File: config.mk
export PLATFORM = sky130hd
export DESIGN_NAME = fetch_buffer
export DESIGN_NICKNAME = d
export VERILOG_FILES = /design/src/rtl/core_pkg.sv /design/src/rtl/fb_storage.sv /design/src/rtl/fetch_buffer.sv
export SDC_FILE = /design/constraint.sdc
export NUM_CORES = 1
export LEC_CHECK = 0
export ABC_CLOCK_PERIOD_IN_PS = 20900
export CAP_MARGIN = 20
export CORE_MARGIN = 1.5
export CORE_UTILIZATION = 45
export DETAILED_ROUTE_END_ITERATION = 8
export PLACE_DENSITY = 0.67
export REMOVE_ABC_BUFFERS = 1
export SLEW_MARGIN = 25
export SYNTH_ARGS = -nofsm -noshare
export SYNTH_HDL_FRONTEND = slang
export SYNTH_SLANG_ARGS = --single-unit
File: constraint.sdc
create_clock -name clk -period 20.9 [get_ports clk]
set_clock_uncertainty 0.05 [all_clocks]
set_input_delay 3.135 -clock clk [delete_from_list [all_inputs] [get_ports clk]]
set_output_delay 3.135 -clock clk [all_outputs]
set_load 0.02 [all_outputs]
File: src/rtl/core_pkg.sv
// Shared core-wide constants and types used by the front-end pipeline blocks.
package core_pkg;

    localparam int          XLEN      = 32;
    localparam logic [31:0] NOP_INSTR = 32'h0000_0013;

    typedef struct packed {
        logic [XLEN-1:0] pc;
        logic [XLEN-1:0] instr;
    } fetch_entry_t;

endpackage

File: src/rtl/fb_storage.sv
// Entry storage for the fetch buffer: one synchronous write port, one asynchronous read port.
module fb_storage #(
    parameter int WIDTH = 64,
    parameter int DEPTH = 4,
    parameter int AW    = $clog2(DEPTH)
) (
    input  logic             clk,
    input  logic             i_we,
    input  logic [AW-1:0]    i_waddr,
    input  logic [WIDTH-1:0] i_wdata,
    input  logic [AW-1:0]    i_raddr,
    output logic [WIDTH-1:0] o_rdata
);

    // Contents are never reset; validity is tracked by the pointers and count.
    logic [WIDTH-1:0] r_mem [DEPTH];

    always_ff @(posedge clk) begin
        if (i_we) begin
            r_mem[i_waddr] <= i_wdata;
        end
    end

    assign o_rdata = r_mem[i_raddr];

endmodule

File: src/rtl/fetch_buffer.sv
// Decoupling FIFO between IF and ID: holds {pc, instr} pairs, presents NOP when empty.
module fetch_buffer #(
    parameter int               XLEN      = core_pkg::XLEN,
    parameter int               DEPTH     = 4,
    parameter logic [XLEN-1:0]  NOP_INSTR = XLEN'(core_pkg::NOP_INSTR)
) (
    input  logic                     clk,
    input  logic                     reset,
    input  logic                     flush,
    input  logic                     in_valid,
    input  logic [XLEN-1:0]          in_pc,
    input  logic [XLEN-1:0]          in_instr,
    output logic                     in_ready,
    output logic                     out_valid,
    output logic [XLEN-1:0]          out_pc,
    output logic [XLEN-1:0]          out_instr,
    input  logic                     out_ready,
    output logic [$clog2(DEPTH):0]   count
);

    localparam int AW = $clog2(DEPTH);
    localparam int CW = AW + 1;

    logic [AW-1:0]     r_head;
    logic [AW-1:0]     r_tail;
    logic [CW-1:0]     r_count;
    logic              w_push;
    logic              w_pop;
    logic [2*XLEN-1:0] w_rd_entry;

    // Handshake: a transfer happens on a side only when its valid and ready are both
    // high at the clock edge. Ready/valid here depend only on registered count, so
    // neither side ever sees a combinational path through the other.
    assign in_ready  = (r_count != CW'(DEPTH));
    assign out_valid = (r_count != '0);
    assign w_push    = in_valid  && in_ready  && !flush;
    assign w_pop     = out_valid && out_ready && !flush;
    assign count     = r_count;

    always_ff @(posedge clk) begin
        if (reset || flush) begin
            r_head  <= '0;
            r_tail  <= '0;
            r_count <= '0;
        end else begin
            if (w_push) begin
                r_tail <= r_tail + AW'(1);
            end
            if (w_pop) begin
                r_head <= r_head + AW'(1);
            end
            case ({w_push, w_pop})
                2'b10:   r_count <= r_count + CW'(1);
                2'b01:   r_count <= r_count - CW'(1);
                default: r_count <= r_count;
            endcase
        end
    end

    fb_storage #(
        .WIDTH (2 * XLEN),
        .DEPTH (DEPTH),
        .AW    (AW)
    ) u_storage (
        .clk     (clk),
        .i_we    (w_push && !reset),
        .i_waddr (r_tail),
        .i_wdata ({in_pc, in_instr}),
        .i_raddr (r_head),
        .o_rdata (w_rd_entry)
    );

    assign out_pc    = out_valid ? w_rd_entry[2*XLEN-1:XLEN] : '0;
    assign out_instr = out_valid ? w_rd_entry[XLEN-1:0]      : NOP_INSTR;

endmodule
==> impl_metrics.ini, run 1 <==
[run_status]
status = completed

[pwr]
peakVddDrop_uv = 64.69
p_per_area_mw_per_mm2 = 84.19
power_frac_clock = 0.402
intPower_uw = 859.8
p_seq_frac = 0.553
swShare = 0.1926
power.switching_uw = 205.1
p_leak_uw = 0.003952
p_comb_frac = 0.045

[worst_setup_path]
cp_top_family = buffers and inverters
critPathBufInv = 2
crit_arrival_ns = 3.40
rr_worst_depth = 8
start_kind = register
cp_slowest_stage_delay_ns = 0.76
cp_slowest_cell = dfxtp_4
crit_fanout = 35
worstPathCellList = buf_4, mux4_1, or2_1, clkdlybuf4s50_1
cp-end-kind = primary output
critical_path_required_ns = 17.72
criticalPathCategory = reg2out
cp_num_cells = 4

[sta]
fin_crit_sh = 0.3149
timing_hold_violations_final = 0
period_minus_slack_ns = 6.581
final.setup.tns_ns = 0
tightest_slew_ns = 1.006
rsz0062_at_grt = no
slew_violations = 0
setup_viol = 0
max_slew_margin = 0.3295
fmax_mhz = 152.0

[clock_tree]
hold_buffers = 0
postCtsSetupBuffers = 0
cts_root_buffer = clkbuf_16
htree_levels = 1
clk-insertion-delay-late_ns = 0.51
clock_sinks = 265
cts_tree = built
numCtsBuffers = 27
cts_resized = 0
clk_pin_slew_ns = 0.06
cts_max_path_buffers = 3

[grt]
busiest_layer = met2
grt_util_met3 = 0.04059
grt.total_usage = 0.1643
grt_pass1_wl_mm = 29.81
use_met1 = 0.2147
grt_overflow = 0
grt_max_degree = 65
grt_use_met2 = 0.2808
antenna_found_initial = 0
grt_pass1_vias = 5290

[synth]
netlist_top_cells_count = edfxtp_1 (256), and2_1 (61), mux4_2 (60)
syn_area_per_cell_um2 = 22.28
syn_area_mm2 = 0.01022
yosysTopAreaCell = edfxtp_1
yosys.area.top_type_share = 0.7518
synth_flop_cell = edfxtp_1
synthTopCellsByArea = edfxtp_1 (75%), mux4_2 (13%), and2_1 (3.7%)
yosysMostFrequentCell = edfxtp_1
synth_seq_area_share = 0.7695
synth_cell_type_count = 27
ys_warn_count = 0
syn_inst = 459
synth_edf_count = 256
ys_ff_latch = 265
synth-async-reset-ratio = 0

[hold_path]
holdPathStages = 2
hold_path.class = reg2reg

[run]
max-cap-violations = 0

[floorplan]
start_util = 0.4642
io_pins = 138
core_area_mm2 = 0.02203
placementRows = 54
dieArea_mm2 = 0.02363
die_x_um = 153.7
die_h_um = 153.7

[placement]
hpwlAfterDp_mm = 10.19
gp_congestion = 0.6875
numPortBuffers = 137

[final_layout]
diodes = 0
nets = 686
drive_gt1_frac = 0.1717
postLayoutCoreUtil = 0.5743
syn_to_final_growth_pct = 23.71

[detailed_routing]
avgViaCountPerCell = 5.355
wl_mm = 18.95
vias = 4868
drt_iter0_drc = 240
wl_per_cell_um = 20.84
ant_nets = 0
drc_errors = 0
first_pass_iters = 4
-- cells in the final DEF, fill, tap and decap left out --
cell and instances:
nor2_1 7, edfxtp_1 256, o21ai_0 2, mux2i_1 2
or2_1 3, mux4_2 60, nand2_1 5, bufinv_16 1
xor2_1 3, dfxtp_4 2, buf_12 1, nor3b_2 4
clkbuf_16 27, buf_16 1, or3b_1 1, inv_1 5
inv_4 1, clkdlybuf4s50_1 137, clkinv_1 8, clkinv_2 3
or2_2 1, mux4_1 4, buf_4 5, o31ai_1 1
and2_1 61, ha_1 5, or3_1 2, nor3_2 1
a21oi_1 3, nand3b_2 1, clkbuf_1 8, dfxtp_1 7
fa_1 1
-- flip-flops by register name, summed over array words and instances (netlist names), named ones only --
register and count:
count 3, r_head 2, r_tail 2, u_storage.r_mem 256
-- kinds of logic after synthesis --
family,share of synthesized area
compound gates,0.003181
fa+ha+maj,0.008076
flops,0.7695
simple gates,0.05127
xor+xnor,0.002570
mux,0.1444
buf+inv,0.02105
-- routing by layer --
layer	up-vias	part of all wire
li1	2159	-
met1	2540	0.42
met2	143	0.50
met3	26	0.063
met4	0	0.014
met5	-	0
-- per-stage QoR --
step | instances | setup WS, ns | hold slack [ns] | cell area [um2] | total power, uW
6_report | 909 | 14.32 | 0.4407 | 12650 | 1065
5_1_grt | 909 | 14.02 | 0.4872 | 12650 | 1100
4_1_cts | 907 | 14.20 | 0.4407 | 12600 | 1077
3_3_place_gp | 860 | 14.74 | 0.4084 | 11820 | 646.4
2_1_floorplan | 438 | 12.11 | 0.4066 | 10030 | 618.6
3_5_place_dp | 860 | 14.76 | 0.4288 | 11820 | 648.4
-- worst min-delay path, cell delays in order (launching register included) --
cell	delay, ns
dfxtp_1	0.31
o21ai_0	0.07
a21oi_1	0.07
-- final cells by class --
class	instances	area, um2
sequential	265	7875
multi-input combinational	167	2162
tap	280	350.3
inverter	6	25.02
clock inverter	12	75.07
timing repair buffer	144	1456
fill	1660	9376
clock buffer	35	705.7
-- worst paths after layout --
check | start | end | slack [ns]
hold reg to reg | r_head[1] | register | 0.44
setup / recovery | register | out_instr[4] | 14.32
setup reg to reg | count[2] | count[2] | 18.45
hold / removal | r_head[1] | register | 0.44
-- power groups by stage --
stage / combinational (uW) / clock [uW] / sequential, uW
finish: 47.6 / 428 / 589
floorplan: 17.3 / 0 / 601
global route: 51.2 / 459 / 589
CTS: 48.4 / 439 / 589
detailed placement: 48.1 / 0 / 600
global placement: 46.6 / 0 / 600
Note: power is estimated with default switching activity, not from simulation.
==> run 2, diff against run 1 <==
- ABC_CLOCK_PERIOD_IN_PS: 20900 -> 5490
- PLACE_DENSITY: 0.67 -> 0.7
- clock period: 20.9 -> 5.49 ns (I/O delays scaled with it)
==> run 2 against run 1 <==
Against the previous run: clock-buffer cell count up 4; non-clock buffer count down 1; core utilization up 0.051 points; routed wire length down 1.2%; sequential cell count unchanged; critical path type unchanged; critical endpoint is now out_instr[25].
==> impl_metrics.ini, run 2 (synthesis gave the netlist of run 1 again) <==
[sta]
max_slew_margin = 0.3256
final.setup.tns_ns = 0
tightest_slew_ns = 1.012
fmax_mhz = 254.5
slew_violations = 0
period_minus_slack_ns = 3.930
fin_crit_sh = 0.7158
setup_viol = 0
rsz0062_at_grt = no
timing_hold_violations_final = 0

[worst_setup_path]
critical_path_required_ns = 4.62
ff2ff_setup_slack_ns = 2.99
crit_fanout = 33
rr_startpoint = count[2]
worstPathCellList = buf_4, mux4_2, and2_1, clkdlybuf4s50_1
r2r_end = count[2]
crit_end = out_instr[25]
critPathBufInv = 2
cp_slowest_cell = dfxtp_4
start_kind = register
rr_worst_depth = 8
criticalPathCategory = reg2out
cp_num_cells = 4
cp_top_family = buffers and inverters
cp_slowest_stage_delay_ns = 0.76
crit_arrival_ns = 3.06
cp-end-kind = primary output

[final_layout]
final_cell_area_mm2 = 0.01266
diodes = 0
fillers = 1695
nets = 685
syn_to_final_growth_pct = 23.83
largest_register_ffs = 256
register_area_mm2 = 0.007875
drive_gt1_frac = 0.1727
layout_commonest_cell = edfxtp_1
largest_register = u_storage.r_mem
mostFrequentLayoutCells = edfxtp_1 (256), clkdlybuf4s50_1 (137), and2_1 (61)
postLayoutCoreUtil = 0.5748
multi_input_area_mm2 = 0.002162
fin_cells = 911

[clock_tree]
htree_levels = 1
clock_sinks = 265
numCtsBuffers = 27
cts_root_buffer = clkbuf_16
cts_resized = 0
clk-insertion-delay-late_ns = 0.51
clk_pin_slew_ns = 0.06
cts_tree = built
postCtsSetupBuffers = 0
hold_buffers = 0
cts_max_path_buffers = 3

[detailed_routing]
drt_iter0_drc = 300
avgViaCountPerCell = 5.310
vias = 4837
ant_nets = 0
drc_errors = 0
wl_per_cell_um = 20.54
first_pass_iters = 4
wl_mm = 18.71

[placement]
dpl.cell_count = 861
numPortBuffers = 137
post_dp_cell_area_mm2 = 0.01183
gp_congestion = 0.7321
hpwlAfterDp_mm = 10.27

[hold_path]
hold_path.class = reg2reg
worstHoldStart = r_head[1]

[grt]
antenna_found_initial = 0
grt.total_usage = 0.1617
grt_pass1_wl_mm = 29.25
grt_max_degree = 65
grt_pass1_vias = 5271
grt_overflow = 0

[pwr]
peakVddDrop_uv = 205.1
intPower_uw = 3346
power_frac_clock = 0.414
swShare = 0.1914
p_leak_uw = 0.003960
p_seq_frac = 0.542
p_per_area_mw_per_mm2 = 326.8
p_total_uw = 4138
power.switching_uw = 792.1
p_comb_frac = 0.044

[floorplan]
start_util = 0.4642
dieArea_mm2 = 0.02363
die_h_um = 153.7
die_x_um = 153.7
io_pins = 138
placementRows = 54
core_area_mm2 = 0.02203

[run_status]
status = completed

[run]
max-cap-violations = 0
run 2: cell types whose count changed in the layout (fill, tap and decap cells not counted), sizes merged:
cell    change
clkbuf      +4
clkinv      -3
buf         -1
bufinv      +1
inv         +1
run 2: power by group through the flow:
stage               clock network (uW)  logic (uW)  registers (uW)
finish                            1710         180            2240
global route                      1840         193            2240
CTS                               1760         184            2240
detailed placement                   0         183            2290
global placement                     0         177            2280
floorplan                            0        65.7            2290
run 2: through the flow:
| stage | hold WS [ns] | worst slack, ns |
|---|---|---|
| 4_1_cts | 0.4610 | 1.425 |
| 3_3_place_gp | 0.4049 | 2.010 |
| 6_report | 0.4544 | 1.560 |
| 2_1_floorplan | 0.4066 | -0.9885 |
| 3_5_place_dp | 0.4526 | 1.997 |
| 5_1_grt | 0.4738 | 1.308 |
run 2: worst min-delay path by stage:
| stage | endpoint | slack (ns) | cells past startpoint |
|---|---|---|---|
| final | register | 0.45 | 2 |
| after global routing | register | 0.47 | 2 |
| after CTS | r_tail[0] | 0.46 | 2 |
| after global placement | register | 0.40 | 2 |
| after detailed placement | r_tail[0] | 0.45 | 2 |
| after floorplan | register | 0.41 | 2 |
run 2: area by class of cell:
| type | count | area share |
|---|---|---|
| flip-flops and latches | 265 | 0.6220 |
| clock buffers | 39 | 0.05771 |
| repair buffers | 143 | 0.1119 |
| well taps | 280 | 0.02767 |
| multi-input cells | 167 | 0.1708 |
| clock inverters | 11 | 0.008005 |
| inverters | 6 | 0.001976 |
run 2: metal layers:
layer  global-route usage  share of wire  vias to the layer above  wire, um
li1                     -              -                     2157         -
met1               0.2047           0.42                     2531      7797
met2               0.2853           0.51                      124      9583
met3              0.03523          0.054                       25      1013
met4              0.03976          0.017                        0       315
met5                    0              0                        -         0
run 2: worst register-to-register path, cell delays in order, from the launching register on:
cell and delay (ns):
dfxtp_1 0.42, or3b_1 0.42, nand3b_2 0.23, ha_1 0.24
inv_1 0.06, fa_1 0.38, xor2_1 0.17, or3_1 0.32
a21oi_1 0.14
